**src/rtl/mux8_arb_pkg.sv**
```systemverilog
// Shared types and helpers for the 8-requester round-robin mux arbiter.
// Optional feature macro used by the top level: MUX_ARB_LOCK_EN.
package mux8_arb_pkg;

  localparam int N_REQ = 8;
  localparam int SEL_W = 3;

  // Arbiter FSM: IDLE = no grant outstanding, GRANT = one requester owns the mux.
  typedef enum logic [0:0] {
    IDLE  = 1'b0,
    GRANT = 1'b1
  } arb_state_t;

  // Encode a one-hot (or zero) vector to its bit index; zero maps to index 0.
  function automatic logic [SEL_W-1:0] onehot_to_idx(input logic [N_REQ-1:0] oh);
    logic [SEL_W-1:0] idx;
    idx = '0;
    for (int i = 0; i < N_REQ; i++) begin
      if (oh[i]) idx = idx | SEL_W'(i);
    end
    return idx;
  endfunction

endpackage

```
**src/rtl/rr_pick8.sv**
```systemverilog
// Rotating-priority encoder: finds the first set bit of mask scanning
// ptr+1, ptr+2, ... ptr+8 (mod 8). The current pointer position is checked last.
module rr_pick8
  import mux8_arb_pkg::*;
(
  input  logic [SEL_W-1:0] ptr,
  input  logic [N_REQ-1:0] mask,
  output logic [SEL_W-1:0] idx,
  output logic             found
);

  logic [SEL_W-1:0] cand;

  // Scan candidates in rotating order and keep the first hit.
  always_comb begin
    idx   = '0;
    found = 1'b0;
    cand  = '0;
    for (int k = 1; k <= N_REQ; k++) begin
      cand = ptr + SEL_W'(k);
      if (!found && mask[cand]) begin
        idx   = cand;
        found = 1'b1;
      end
    end
  end

endmodule

```
**src/rtl/mux8_rr_arbiter.sv**
```systemverilog
// Round-robin arbiter sharing one 8:1 single-bit mux among 8 requesters.
// Grant, select and valid are registered; y is d[sel] gated by valid.
// Optional feature: define MUX_ARB_LOCK_EN to add a lock input that inhibits
// hold-timer preemption while asserted.
//
// Request/grant protocol: req[i] is a level held high for as long as requester i
// wants the mux. A grant appears one clock after the request is sampled and stays
// until the holder drops req, or until it has held MAX_HOLD cycles while another
// requester waits (round-robin preemption). The holder must keep req high to keep
// the grant; dropping req releases the mux on the next edge with no idle gap when
// another requester is waiting.
module mux8_rr_arbiter
  import mux8_arb_pkg::*;
#(
  parameter int MAX_HOLD = 4,
  parameter int HOLD_W   = 3
) (
  input  logic             clk,
  input  logic             rst,
  input  logic [N_REQ-1:0] req,
  input  logic [N_REQ-1:0] d,
`ifdef MUX_ARB_LOCK_EN
  input  logic             lock,
`endif
  output logic [N_REQ-1:0] gnt,
  output logic [SEL_W-1:0] sel,
  output logic             valid,
  output logic             y,
  output logic             gnt_chg,
  output arb_state_t       dbg_state
);

  localparam logic [HOLD_W-1:0] MAX_HOLD_C = HOLD_W'(MAX_HOLD);
  localparam logic [HOLD_W-1:0] HOLD_SAT   = (MAX_HOLD != 0) ? MAX_HOLD_C : {HOLD_W{1'b1}};

  arb_state_t        state, state_n;
  logic [SEL_W-1:0]  ptr, ptr_n;
  logic [HOLD_W-1:0] hold_cnt, hold_n;
  logic [N_REQ-1:0]  gnt_n;
  logic [SEL_W-1:0]  sel_n;
  logic              valid_n;
  logic              chg_n;

  logic [N_REQ-1:0]  others;
  logic [N_REQ-1:0]  pick_mask;
  logic [SEL_W-1:0]  pick_idx;
  logic              pick_found;
  logic              lock_eff;
  logic              hold_expired;

`ifdef MUX_ARB_LOCK_EN
  assign lock_eff = lock;
`else
  assign lock_eff = 1'b0;
`endif

  // Requesters other than the current holder; in IDLE gnt is zero so this is req.
  assign others    = req & ~gnt;
  assign pick_mask = (state == IDLE) ? req : others;

  // One picker serves both the initial grant and the hand-over to the next requester.
  rr_pick8 u_pick (
    .ptr   (ptr),
    .mask  (pick_mask),
    .idx   (pick_idx),
    .found (pick_found)
  );

  assign hold_expired = (MAX_HOLD != 0) && (hold_cnt == MAX_HOLD_C) && !lock_eff;

  // Next-state logic: grant, release with zero-gap hand-over, hold-timer preemption.
  always_comb begin
    state_n = state;
    gnt_n   = gnt;
    valid_n = valid;
    chg_n   = 1'b0;
    hold_n  = hold_cnt;
    ptr_n   = ptr;
    case (state)
      IDLE: begin
        if (pick_found) begin
          state_n = GRANT;
          gnt_n   = N_REQ'(1) << pick_idx;
          valid_n = 1'b1;
          chg_n   = 1'b1;
          hold_n  = HOLD_W'(1);
          ptr_n   = pick_idx;
        end
      end
      GRANT: begin
        if (!req[sel]) begin
          if (pick_found) begin
            gnt_n   = N_REQ'(1) << pick_idx;
            chg_n   = 1'b1;
            hold_n  = HOLD_W'(1);
            ptr_n   = pick_idx;
          end else begin
            state_n = IDLE;
            gnt_n   = '0;
            valid_n = 1'b0;
            hold_n  = '0;
          end
        end else if (hold_expired && pick_found) begin
          gnt_n  = N_REQ'(1) << pick_idx;
          chg_n  = 1'b1;
          hold_n = HOLD_W'(1);
          ptr_n  = pick_idx;
        end else if (hold_cnt != HOLD_SAT) begin
          hold_n = hold_cnt + HOLD_W'(1);
        end
      end
      default: begin
        state_n = IDLE;
        gnt_n   = '0;
        valid_n = 1'b0;
        hold_n  = '0;
      end
    endcase
    sel_n = onehot_to_idx(gnt_n);
  end

  // State and output registers; ptr starts at 7 so the first search begins at index 0.
  always_ff @(posedge clk or posedge rst) begin
    if (rst) begin
      state    <= IDLE;
      gnt      <= '0;
      sel      <= '0;
      valid    <= 1'b0;
      gnt_chg  <= 1'b0;
      hold_cnt <= '0;
      ptr      <= SEL_W'(N_REQ - 1);
    end else begin
      state    <= state_n;
      gnt      <= gnt_n;
      sel      <= sel_n;
      valid    <= valid_n;
      gnt_chg  <= chg_n;
      hold_cnt <= hold_n;
      ptr      <= ptr_n;
    end
  end

  // Shared 8:1 mux output; sel is registered so y only moves with sel, valid or d.
  assign y         = valid & d[sel];
  assign dbg_state = state;

endmodule

```
**config.mk**
```make
export PLATFORM = sky130hd
export DESIGN_NAME = mux8_rr_arbiter
export DESIGN_NICKNAME = d
export VERILOG_FILES = /design/src/rtl/mux8_arb_pkg.sv /design/src/rtl/rr_pick8.sv /design/src/rtl/mux8_rr_arbiter.sv
export SDC_FILE = /design/constraint.sdc
export NUM_CORES = 1
export LEC_CHECK = 0
export BUFFER_PORTS_ARGS = -buffer_cell sky130_fd_sc_hd__buf_2
export CORE_ASPECT_RATIO = 0.75
export CORE_UTILIZATION = 43
export DETAILED_ROUTE_END_ITERATION = 16
export GPL_ROUTABILITY_DRIVEN = 0
export SYNTH_ARGS = -nofsm -noshare
export SYNTH_HDL_FRONTEND = slang
export SYNTH_SLANG_ARGS = --single-unit
```
**constraint.sdc**
```tcl
create_clock -name clk -period 10.65 [get_ports clk]
set_input_delay 0.5325 -clock clk [delete_from_list [all_inputs] [get_ports clk]]
set_output_delay 0.5325 -clock clk [all_outputs]
set_load 0.01 [all_outputs]
```
Word level (Yosys, flattened, before mapping) --
Cells that the tools add are included.
Storage, ports and cells: flip-flop bits (word level) 20, bits of input ports 18, RAM bits 0, ROM bits 0, latch bits 0, output and inout bits 15, memories kept 0, logic and storage cells 124
Cells by class: shift operators 1, bitwise logic cells 4, add/sub/neg operators 8, order comparisons 9, eq/ne operators 7, multipliers 0, multiplexer cells 69, divide/modulo/power cells 0, reduce and logical (&&, ||, !) cells 18
Operators by type and width (count):
- two-way mux 3 bit | 19
- two-way mux 8 bit | 5
- less-than comparator 3 x 4 -> 1 bit, second input constant | 9
- binary-select mux 1 bit (select 3 bit) | 10
- two-way mux 1 bit | 27
- one-hot mux 8 bit (2 select lines) | 1
- adder 3 bit, second input constant | 4
- one-hot mux 3 bit (2 select lines) | 2
- AND 8 bit | 1
- logical AND 1 bit | 8
- NOT 8 bit | 1
- << shifter 1 x 3 -> 8 bit, first input constant | 1
- logical NOT 1 bit | 7
- adder 3 x 1 -> 3 bit, second input constant | 2
- adder 3 x 2 -> 3 bit, second input constant | 2
- != test 2 bit, second input constant | 3
- one-hot mux 1 bit (2 select lines) | 3
- two-way mux 2 bit | 2
- != test 4 x 2 -> 1 bit, second input constant | 1
- AND reduction 2 bit | 2
- == test 3 bit, second input constant | 1
- != test 3 x 2 -> 1 bit, second input constant | 1
- != test 3 bit, second input constant | 1
- AND reduction 3 bit | 1
- other kinds (2) | 2

Logic depth before layout (Yosys ltp) --
depth after elaboration 38, depth in mapped cells 13, gate-level depth less buffers 10

By module --
A second synthesis with hierarchy kept.
Second synthesis, totals: cells, all modules 235, area, all modules 2115.8 um2
Modules (own cells, without submodules):
- mux8_rr_arbiter | seq. area each 504.2 um2, cells each 142, area an instance 1330.0 um2, instances 1
- rr_pick8 | seq. area each 0.0 um2, cells each 93, area an instance 785.8 um2, instances 1

Worst setup path before layout --
OpenSTA, ideal clock, no wires.
path type register to register, from register ptr[0], to register gnt[2], path buffers 3, slack 7.089 ns, data arrival time 3.475 ns, stages on the path, launching flop included 13, library setup time 0.086 ns, period minus slack after synthesis 3.561 ns, data required time 10.564 ns, path through dfstp_2 buf_6 buf_8 inv_1 ha_1 clkbuf_1 mux4_2 nor4_4 and2_1 a22oi_1 a32o_2 or4_1 a32oi_1
Between the ends: longest elaborated chain between the ends 29, elaborated cells on any way between the ends 60, classes of those cells add/sub: 7; shift: 1; mux: 37; reduce/logical: 15
Ends and longest elaborated chain:
- start: declaration | RTL line mux8_rr_arbiter.sv:37 | logic [SEL_W-1:0] ptr, ptr_n;
- start signal: assignment | RTL line mux8_rr_arbiter.sv:131 | ptr <= SEL_W'(N_REQ - 1);
- start signal: assignment | RTL line mux8_rr_arbiter.sv:139 | ptr <= ptr_n;
- adder 3 x 1 -> 3 bit | RTL line rr_pick8.sv:20 | cand = ptr + SEL_W'(k);
- binary-select mux 1 bit (select 3 bit) | RTL line rr_pick8.sv:21 | if (!found && mask[cand]) begin
- two-way mux 1 bit (not written as such) | RTL line rr_pick8.sv:21
- two-way mux 1 bit | RTL line rr_pick8.sv:21
- logical NOT 1 bit | RTL line rr_pick8.sv:21
- logical AND 1 bit | RTL line rr_pick8.sv:21
- two-way mux 1 bit | RTL line rr_pick8.sv:21
- logical NOT 1 bit | RTL line rr_pick8.sv:21
- [... 14 more ...]
- logical NOT 1 bit | RTL line rr_pick8.sv:21
- logical AND 1 bit | RTL line rr_pick8.sv:21
- two-way mux 3 bit / two-way mux 1 bit (equally long branches) | RTL line rr_pick8.sv:21
- << shifter 1 x 3 -> 8 bit / logical AND 1 bit (equally long branches)
- two-way mux 8 bit (on tied branches) | RTL line mux8_rr_arbiter.sv:92, mux8_rr_arbiter.sv:103
- two-way mux 8 bit | RTL line mux8_rr_arbiter.sv:91 | if (!req[sel]) begin
- one-hot mux 8 bit (2 select lines) * | RTL line mux8_rr_arbiter.sv:79 | case (state)
- net gnt_n[2] | RTL line mux8_rr_arbiter.sv:39 | logic [N_REQ-1:0] gnt_n;
- end signal: assignment | RTL line mux8_rr_arbiter.sv:134 | gnt <= gnt_n;
- end: declaration | RTL line mux8_rr_arbiter.sv:25 | output logic [N_REQ-1:0] gnt,
The timed path passes the listed nets; every way through them passes the cells marked *. The select of a mux whose other input is x is not followed. A chain may end at the register's enable or synchronous reset.

Final worst setup path --
Ends and elaborated chain as after synthesis.

==> results.md <==
- The detailed-route wire length per cell is 17.4 µm.
- The worst setup path is captured at a flip-flop.
- For this run, the leading register cell type out of synthesis is sky130_fd_sc_hd__dfrtp_1.
- The cell with the largest stage delay on the worst path is sky130_fd_sc_hd__dfstp_2.
- The number of clock sinks is 20.
- On the worst path, the slowest cell contributes a delay of 830 ps.
- The post-layout instance count excluding filler cells is 300.
- By area, the combinational part of the netlist is dominated by multiplexers.
- After clock tree synthesis, the clock-pin slew on the worst setup and hold paths is 70 ps.
- The number of nets in the layout is 266.
- In this run the worst setup path terminates at gnt[2].
- The launching element type of the critical path is a flip-flop.
- The normalized max-slew margin is 50.3%.
- Buffers added to address setup during post-CTS repair amount to 0.
- The first detailed-routing pass ran for 5 iterations.
- The worst flop-to-flop path startpoint is ptr[0].
- Summed over all nets, the half-perimeter wirelength after detailed placement is 4.07 mm.
- The initial antenna violation count is 0.
- The number of failing hold endpoints at the final stage is 0.
- The number of remaining DRC errors is 0.
- The endpoint identified for the worst register-to-register timing path is gnt[2].
- Across the run, the number of max-cap violations was 0.
- The antenna diode instance count is 0.
- The synthesized netlist devotes 1.30% of its cell area to XOR and XNOR gates.
- For this run the aggregate overflow at the end of global routing stands at 0.
- In this run the deepest clock path goes through 2 buffers.
- After synthesis, the share of flip-flops with an asynchronous set or reset is 100%.
- The via count is 1862.
- TritonCTS built the clock tree.
- The worst path needs 4010 ps of the cycle, external delays included.
- The signed area change from the synthesized netlist to the final layout is 10.9%.
- After floorplanning, the core was divided into 21 placement rows.
- The run finished with clean final reports.
- Dividing the synthesized area by the synthesized cell count gives 9.32 µm².
- The number of placed I/O pins is 33.
- The count of buffers added on input and output ports is 32.
- The highest clock rate is 249 MHz.
- In this design, the largest share of critical-path delay is due to flip-flops.
- The average vias per placed instance is 6.21.
- The largest net degree at the start of global routing is 25.
- The flip-flop and latch area is 504 µm².
- The final max-slew violation count is 0.
- The critical path is of the reg -> reg type.
- For this run, the number of Yosys warnings is 0.
- The multi-input combinational cells in the finished layout cover a total of 1420 µm².
- Measured along the x axis, the die boundary spans 81.2 µm.
- In this run, placement finished with an instance count of 296.
- The synthesized net count is 239.
- The placeable core region is 4490 µm².
- The aggregate routed wire length is 5.23 mm.
- The DRC violation total after the first TritonRoute iteration is 169.
- The register bit total from synthesis is 20.
- Summing the sequential cell areas from Yosys gives 24.9% of the chip area.
- Setup violations remaining at the end of the flow were counted as 0.
- The die covers 4980 µm².
- The worst endpoint data arrival time is 4180 ps.
- Along the worst path, the maximum fanout reaches 18.
- The adder-cell share of the synthesized area is 2.48%.
- The number of gates on the worst path with buffers counted is 9.
- After filler insertion, the fill cell instance count of the layout stands at 430.
- The first global-routing pass estimated 8.20 mm of wire.
- The number of global-route vias before repair is 1587.
- The number of CTS-inserted buffers is 3.
- The area fraction in and, or, nand and nor cells after synthesis is 16.3%.
- The cell sitting at the root of the clock tree is a sky130_fd_sc_hd__clkbuf_8.
- The launch point of the worst path is ptr[0].
- The number of instances in the synthesized netlist is 217.
- The ratio of cells with drive above 1 in the final layout is 26.3%.
- The clock skew is 5.99 ps.
- The count of hold-fix buffers inserted at cts is 0.
- The initial utilization of the core area, before any placement, comes to 45.0%.
- After synthesis, the netlist uses 58 different library cells.
- The synthesized netlist devotes 24.2% of its cell area to compound gates.
- For this run, the total global-route usage over all layers was measured as 22.1%.
- The clock latency of the later-clocked register in the worst-skew pair is 260 ps.
- The number of buffers and inverters on the critical path is 1.
- The die extent in y is 61.4 µm.
- The depth of the CTS H-tree is 1.
- Setup repair after global routing left no endpoint under its margin.
- The minimum setup slack among reg-to-reg paths is 6640 ps.
- The cell count of the worst reg-to-reg path is 9.
- The signal on the critical path passes through inv_1 -> ha_1 -> mux4_2 -> nor3_2 -> a311o_1 -> o21ai_0 -> a32o_2 -> or4_1 -> a32oi_1.
- Gates resized during post-CTS repair numbered 0.
- For the worst setup path, the data required time is 10820 ps.
- Adding up every negative setup slack in the final design gives 0 ps.
- The worst path uses 37.7% of the clock period.
- In the synthesized netlist, mux cells make up 25.8% of the area.
- Measured on the finished design, the core utilization comes to 49.9%.
- The cell area that synthesis handed to floorplanning was 2020 µm².
- The count of nets left with antenna violations once routing finished came out at 0.
- The transition time of the tightest slew-check pin is 744 ps.
- The number of synthesized flops with an enable pin is 0.
- The worst hold path belongs to the class in -> async.
[per-layer routing]
layer  wire length, µm  global-route usage [%]
met2              2010                    29.9
met5                 0                       0
met3               467                    3.56
met4                 0                    1.79
met1              2750                    37.2
[worst reg2reg max path, stage by stage, from the launching register on]
cell and delay [ps]:
sky130_fd_sc_hd__dfstp_2 830, sky130_fd_sc_hd__inv_1 180, sky130_fd_sc_hd__ha_1 670, sky130_fd_sc_hd__mux4_2 660, sky130_fd_sc_hd__nor3_2 260, sky130_fd_sc_hd__a311o_1 210, sky130_fd_sc_hd__o21ai_0 90, sky130_fd_sc_hd__a32o_2 340
sky130_fd_sc_hd__or4_1 550, sky130_fd_sc_hd__a32oi_1 150
[cell type report]
class | count | share of cell area (%)
clock buffer | 4 | 2.46
inverter | 9 | 1.51
multi-input combinational | 178 | 63.2
sequential | 20 | 22.5
tap | 57 | 3.18
timing repair buffer | 32 | 7.14
[synthesized netlist by cell type, types with 3 or more instances]
library cell	count	area share (%)
sky130_fd_sc_hd__nand2_1	24	4.5
sky130_fd_sc_hd__a21o_1	6	2.2
sky130_fd_sc_hd__dfstp_2	3	3.9
sky130_fd_sc_hd__a22o_1	3	1.3
sky130_fd_sc_hd__mux4_2	9	10
sky130_fd_sc_hd__nand2b_1	5	1.5
sky130_fd_sc_hd__clkbuf_1	5	0.93
sky130_fd_sc_hd__mux2_1	3	1.7
sky130_fd_sc_hd__nor3_1	4	0.99
sky130_fd_sc_hd__mux2_2	7	3.9
sky130_fd_sc_hd__dfrtp_1	17	21
sky130_fd_sc_hd__mux2i_1	17	8.4
sky130_fd_sc_hd__nor2b_1	3	0.93
sky130_fd_sc_hd__a21oi_1	13	3.2
sky130_fd_sc_hd__ha_1	4	2.5
sky130_fd_sc_hd__a32o_1	3	1.5
sky130_fd_sc_hd__o21a_1	3	1.1
sky130_fd_sc_hd__inv_1	9	1.7
sky130_fd_sc_hd__o31ai_1	4	1.5
sky130_fd_sc_hd__o41ai_1	3	1.3
sky130_fd_sc_hd__nor2_1	13	2.4
sky130_fd_sc_hd__o21ai_0	12	3.0
[stage by stage]
stage	instance area, µm²	worst slack (ps)	hold slack, ps
3_3_place_gp	2190	6720	519
3_5_place_dp	2190	6680	512
2_1_floorplan	2020	7090	474
5_1_grt	2240	6350	452
6_report	2240	6640	394
4_1_cts	2240	6670	427
[cells in the final DEF, fill, tap and decap left out, types with 3 or more instances in the layout]
cell type                  synthesis  final
sky130_fd_sc_hd__dfrtp_1          17     17
sky130_fd_sc_hd__inv_1             9      9
sky130_fd_sc_hd__mux2_2            7      7
sky130_fd_sc_hd__o21a_1            3      3
sky130_fd_sc_hd__mux4_2            9      9
sky130_fd_sc_hd__nand2_1          24     24
sky130_fd_sc_hd__a22o_1            3      3
sky130_fd_sc_hd__ha_1              4      4
sky130_fd_sc_hd__a21o_1            6      6
sky130_fd_sc_hd__dfstp_2           3      3
sky130_fd_sc_hd__nor2_1           13     13
sky130_fd_sc_hd__clkbuf_8          0      4
sky130_fd_sc_hd__mux2_1            3      3
sky130_fd_sc_hd__nor2b_1           3      3
sky130_fd_sc_hd__o31ai_1           4      4
sky130_fd_sc_hd__a32o_1            3      3
sky130_fd_sc_hd__nand2b_1          5      5
sky130_fd_sc_hd__nor3_1            4      4
sky130_fd_sc_hd__o41ai_1           3      3
sky130_fd_sc_hd__a21oi_1          13     13
sky130_fd_sc_hd__o21ai_0          12     12
sky130_fd_sc_hd__buf_2             2     32
sky130_fd_sc_hd__mux2i_1          17     17
[worst min path at each step]
stage	start	to	slack, ps	cells past startpoint
after floorplan	hold_cnt[0]	hold_cnt[0]	470	1
after global placement	hold_cnt[0]	hold_cnt[0]	520	1
after detailed placement	hold_cnt[0]	hold_cnt[0]	510	1
after CTS	rst	gnt[3]	430	2
after global routing	rst	gnt[7]	450	2
final	rst	gnt[3]	390	2
[sequential cells by signal, summed over array words and instances (netlist names)]
| name | count |
|---|---|
| gnt | 8 |
| hold_cnt | 3 |
| ptr | 3 |
| sel | 3 |
| dbg_state | 1 |
| gnt_chg | 1 |
| valid | 1 |
[kinds of logic after synthesis]
| kind of cell | after synthesis |
|---|---|
| multiplexers | 38 |
| buffers and inverters | 19 |
| XOR/XNOR | 3 |
| flip-flops | 20 |
| AO/OA/AOI/OAI | 69 |
| AND/OR/NAND/NOR | 64 |
| adder cells (fa/ha/maj) | 4 |
Power is left out: the tool's default activity adds up to more than one toggle a clock period on the data nets, which glitch-free logic cannot reach.
